File: config.mk
export PLATFORM = sky130hd
export DESIGN_NAME = ecc_frame_rx
export DESIGN_NICKNAME = d
export VERILOG_FILES = /design/src/rtl/ecc_frame_rx.sv
export SDC_FILE = /design/constraint.sdc
export NUM_CORES = 1
export LEC_CHECK = 0
export ABC_CLOCK_PERIOD_IN_PS = 6000
export BUFFER_PORTS_ARGS = -buffer_cell sky130_fd_sc_hd__clkbuf_2
export CORE_UTILIZATION = 48
export CTS_CLUSTER_DIAMETER = 80
export CTS_CLUSTER_SIZE = 8
export DETAILED_ROUTE_END_ITERATION = 6
export GPL_TIMING_DRIVEN = 1
export PLACE_DENSITY_LB_ADDON = 0.25
export SLEW_MARGIN = 20
export SYNTH_ARGS = -nofsm -noshare
export SYNTH_HDL_FRONTEND = slang
export SYNTH_SLANG_ARGS = --single-unit
File: constraint.sdc
create_clock -name clk -period 6 [get_ports clk]
set_input_delay 0.9 -clock clk [delete_from_list [all_inputs] [get_ports clk]]
set_output_delay 0.9 -clock clk [all_outputs]
set_load 0.1 [all_outputs]
File: src/rtl/ecc_frame_rx.sv
// Receive-side SEC-DED link endpoint: deserialises start/16-bit/stop frames,
// decodes Hamming(15,11)+overall parity, and presents 11-bit packets on a
// valid/ready interface with correction flags and saturating error counters.
module ecc_frame_rx #(
  parameter int PACKET_SIZE = 11,
  parameter int FRAME_SIZE  = 16,
  parameter int CNT_WIDTH   = 8
) (
  input  logic                   clk,
  input  logic                   rst,
  input  logic                   rx_bit,
  input  logic                   rx_strobe,
  output logic [PACKET_SIZE-1:0] out_data,
  output logic                   out_valid,
  input  logic                   out_ready,
  output logic                   out_corrected,
  output logic                   out_uncorr,
  output logic                   framing_err,
  output logic                   overrun,
  output logic [CNT_WIDTH-1:0]   corr_cnt,
  output logic [CNT_WIDTH-1:0]   uncorr_cnt
);

  typedef enum logic [2:0] {
    IDLE,
    DATA,
    STOP,
    BREAK,
    DECODE
  } state_t;

  state_t                state, state_nxt;
  logic [3:0]            idx;
  logic [FRAME_SIZE-1:0] frame;

  logic [3:0]             syn;
  logic                   o2;
  logic [FRAME_SIZE-1:0]  fixed;
  logic [PACKET_SIZE-1:0] dec_data;
  logic                   dec_corr;
  logic                   dec_uncorr;
  logic                   load;

  // Line FSM state register.
  always_ff @(posedge clk) begin
    // NOTE: sequential state uses non-blocking assignments so every register
    // samples the pre-edge values of the others, independent of block order.
    if (rst) state <= IDLE;
    else     state <= state_nxt;
  end

  // Line FSM next-state: only strobed cycles advance, except DECODE which is one cycle.
  always_comb begin
    // NOTE: default assigned first so no path leaves state_nxt unassigned,
    // which would otherwise infer a latch.
    state_nxt = state;
    case (state)
      IDLE:    if (rx_strobe && !rx_bit)        state_nxt = DATA;
      DATA:    if (rx_strobe && idx == 4'd15)   state_nxt = STOP;
      STOP:    if (rx_strobe)                   state_nxt = rx_bit ? DECODE : BREAK;
      BREAK:   if (rx_strobe && rx_bit)         state_nxt = IDLE;
      DECODE:                                   state_nxt = IDLE;
      default:                                  state_nxt = IDLE;
    endcase
  end

  // Bit index within the code field; cleared whenever the line is idle.
  always_ff @(posedge clk) begin
    if (rst)                            idx <= 4'd0;
    else if (state == IDLE)             idx <= 4'd0;
    else if (state == DATA && rx_strobe) idx <= idx + 4'd1;
  end

  // Codeword capture, LSB first.
  always_ff @(posedge clk) begin
    // NOTE: the frame buffer is not reset: every bit is rewritten before it is
    // decoded, so a reset here would only add fanout on rst.
    if (state == DATA && rx_strobe) frame[idx] <= rx_bit;
  end

  // SEC-DED decode of the captured frame: syndrome, overall parity, correction, extraction.
  always_comb begin
    syn = 4'd0;
    for (int i = 0; i < 15; i++) begin
      if (frame[i]) syn = syn ^ 4'(i + 1);
    end
    o2    = ^frame;
    fixed = frame;
    if (syn != 4'd0 && o2) fixed[syn - 4'd1] = ~frame[syn - 4'd1];
    dec_corr   = o2;
    dec_uncorr = (syn != 4'd0) && !o2;
    dec_data   = {fixed[14:8], fixed[6:4], fixed[2]};
  end

  assign load = (state == DECODE) && (!out_valid || out_ready);

  // Output register, handshake, event pulses and saturating counters.
  always_ff @(posedge clk) begin
    if (rst) begin
      out_data      <= '0;
      out_valid     <= 1'b0;
      out_corrected <= 1'b0;
      out_uncorr    <= 1'b0;
      framing_err   <= 1'b0;
      overrun       <= 1'b0;
      corr_cnt      <= '0;
      uncorr_cnt    <= '0;
    end else begin
      framing_err <= (state == STOP) && rx_strobe && !rx_bit;
      overrun     <= (state == DECODE) && !load;
      if (load) begin
        out_data      <= dec_data;
        out_corrected <= dec_corr;
        out_uncorr    <= dec_uncorr;
        out_valid     <= 1'b1;
      end else if (out_valid && out_ready) begin
        out_valid <= 1'b0;
      end
      // Counters track every decoded frame, including ones dropped on overrun.
      if (state == DECODE) begin
        if (dec_corr && corr_cnt != '1)     corr_cnt   <= corr_cnt + 1'b1;
        if (dec_uncorr && uncorr_cnt != '1) uncorr_cnt <= uncorr_cnt + 1'b1;
      end
    end
  end

endmodule

==> results by group <==
Yosys
  – Netlist cell types: 46
  – Top_reg_cell synth: dfxtp_1
  – Syn. warnings: 0
  – Post-synth EDFFs: 16
  – Area leader, netlist: dfxtp_1
  – Asr flop ratio synth: 0
  – Post-synth top area share: 0.249
  – Sequential area share after synthesis: 0.402
  – Syn_area_per_cell: 9.51 µm²
  – Top post-synthesis cells by count: 39 x dfxtp_1, 38 x nand2_1, 38 x nor2_1
  – Post-Syn Instances: 330
  – Count leader, synth: dfxtp_1
  – Synth area leaders: dfxtp_1 25%, edfxtp_1 15%, xnor3_1 6.5%
  – Post-Syn Nets: 343
  – Cell Area, Synth: 3140 µm²
  – Synth Register Bits: 55

Detailed routing
  – Via count: 2420
  – Iteration-0 DRC count of the detailed router: 151
  – Post-Route WL: 6130 µm
  – Drt pass-1 iters: 4
  – Post-DR wirelength/cell: 14.0 µm
  – Antenna viol nets, final: 0
  – Remaining DRCs: 0
  – Vias per Instance: 5.51

Finish
  – Area growth, synth to finish: 10.5%
  – Core Util, Final: 0.549
  – Antenna Cells: 0
  – Final instance area: 3460 µm²
  – Fraction of layout cells with a size suffix above 1: 0.171
  – Fin cells: 439
  – Net count reported at finish: 374

Clock network
  – Max Buffers Root-to-Sink: 2
  – CTS tree: built
  – Post_cts resized: 0
  – # hold bufs at CTS: 0
  – CTS buffer count: 5
  – Register clock-pin slew on the reported worst setup and hold paths: 110 ps
  – Clock Latency Late Sink: 320 ps
  – Setup bufs post-CTS: 0
  – CTS sink count: 55
  – CTS root buffer: clkbuf_8
  – H-tree depth: 2

GRT
  – First-pass GRT wire length: 10500 µm
  – GRT Util Overall: 0.189
  – Largest net degree at the start of global routing: 29
  – Vias in the first global route: 2233
  – Initial antenna violation count: 0
  – Grt ovf: 0

Placed design
  – IO buf count: 36
  – Placed instance count: 431
  – Final HPWL DP: 4600 µm
  – Final RePlAce weighted congestion: 0.850
  – DP Area: 3370 µm²

Timing
  – Sum Neg Setup Slack: 0 ps
  – Fin crit share: 0.534
  – Final setup viols: 0
  – Final Hold Viols: 0
  – Clock skew: 15.3 ps
  – Max Fclk: 0.312 GHz
  – Minimum clock period after layout: 3200 ps
  – Slew HR: 0.438
  – Worst-margin pin slew: 843 ps
  – RSZ-0062 raised after global routing: no
  – Slew Limit Fails: 0

Die
  – Die area: 6860 µm²
  – Placeable Area: 6310 µm²
  – Top Ports: 37
  – Initial Util: 0.497
  – Die H: 82.8 µm
  – # rows: 29
  – Die extent in x: 82.8 µm

Critical path
  – Crit path max fanout: 12
  – Delay-heaviest family, CP: XOR/XNOR gates
  – Required time of the critical path: 6190 ps
  – WP data arrival: 3390 ps
  – Highest-delay cell along the critical path: edfxtp_1
  – Flop-to-flop setup slack: 2800 ps
  – Crit path kind: reg -> reg
  – Sum of buffers and inverters on the critical path: 0
  – CP startpoint: frame[10]
  – Crit path cell chain: xnor2_1 -> xnor3_1 -> xor2_4 -> ha_1 -> o311ai_0 -> nor3_2 -> nor3_4 -> a31oi_1
  – Worst Setup Start Kind: register
  – Crit. End Element: register
  – R2r startpoint: frame[10]
  – Worst R2R End: out_data[2]
  – End of the critical path: out_data[2]
  – Worst stage delay on the critical path: 510 ps
  – Reg2Reg Depth: 8
  – WP depth: 8

Run
  – Max Cap Violations: 0

Power and ir drop
  – P_leak: 1.44 nW
  – PD cells: 180 nW/µm²
  – VDD IR max: 0.137 mV

Run status
  – Outcome: complete, no violations

Worst hold path
  – HP Class: reg -> reg
metrics by stage:
step	hold slack [ps]	worst slack, ps	power, mW
CTS	486	2780	0.631
floorplan	531	3070	0.406
finish	483	2800	0.623
global route	510	2480	0.645
global placement	457	2890	0.412
detailed placement	468	2800	0.412
cells by family (layout without fill, tap and decap cells):
family                     Yosys count  in the layout  share of synthesized area
and+or+nand+nor                    143            143                      0.222
buffers and inverters               20             52                     0.0243
muxes                                6              6                     0.0271
AOI/OAI and AO/OA                   54             54                      0.111
adders and majority gates            8              8                     0.0319
DFF                                 55             55                      0.402
xor gates and xnor gates            44             44                      0.181
report_power, final:
| part | internal (mW) | switching (mW) | total (mW) |
|---|---|---|---|
| clock network | 0.0869 | 0.133 | 0.220 |
| logic | 0.00669 | 0.0137 | 0.0204 |
| registers | 0.382 | 0.000864 | 0.383 |
how the worst min path moves through the flow:
stage | startpoint | cells after the start | end
after floorplan | idx[1] | 2 | idx[1]
after global placement | out_data[0] | 2 | out_data[0]
after detailed placement | out_data[0] | 2 | out_data[0]
after CTS | out_data[0] | 2 | out_data[0]
after global routing | out_data[0] | 2 | out_data[0]
final | out_data[0] | 2 | out_data[0]
sequential cells by signal (all words and copies together) (netlist names):
| register | cells |
|---|---|
| overrun | 1 |
| out_valid | 1 |
| idx | 4 |
| corr_cnt | 8 |
| state | 3 |
| out_corrected | 1 |
| frame | 16 |
| out_uncorr | 1 |
| framing_err | 1 |
| out_data | 11 |
| uncorr_cnt | 8 |
cell usage in the layout (no fill, tap or decap), types with 4 or more instances in the layout:
| master | n |
|---|---|
| nand2b_1 | 11 |
| a211oi_1 | 4 |
| edfxtp_1 | 16 |
| xnor3_1 | 9 |
| and2_1 | 4 |
| and3_1 | 8 |
| nor3_1 | 10 |
| clkbuf_8 | 5 |
| clkbuf_2 | 36 |
| xnor2_1 | 11 |
| ha_1 | 8 |
| mux2i_1 | 4 |
| inv_1 | 6 |
| nand4_1 | 12 |
| a31oi_1 | 11 |
| dfxtp_1 | 39 |
| nand3_1 | 10 |
| nor2_1 | 38 |
| o21ai_0 | 9 |
| nand2_1 | 38 |
| xor2_1 | 19 |
| a21oi_1 | 17 |
worst min-delay path, cell delays in order (launching register included):
cell	delay [ps]
dfxtp_1	330
nand2_1	60
a21oi_1	50
routing by layer:
metal | track usage | routed length, µm | up-vias | part of all wire
met4 | 0.0611 | 68 | 0 | 0.011
li1 | - | - | 1236 | -
met5 | 0 | 0 | - | 0
met3 | 0.0437 | 218 | 6 | 0.036
met1 | 0.254 | 2970 | 1128 | 0.48
met2 | 0.302 | 2870 | 50 | 0.47
cell type report:
type                            count  area [µm²]
Fill cell                         586        2850
Multi-Input combinational cell    255        1800
Sequential cell                    55        1260
Timing Repair Buffer               36         180
Tap cell                           77        96.3
Clock buffer                        5        68.8
Inverter                            8        30.0
Clock inverter                      3        28.8
Power figures use the tool's default switching activity.
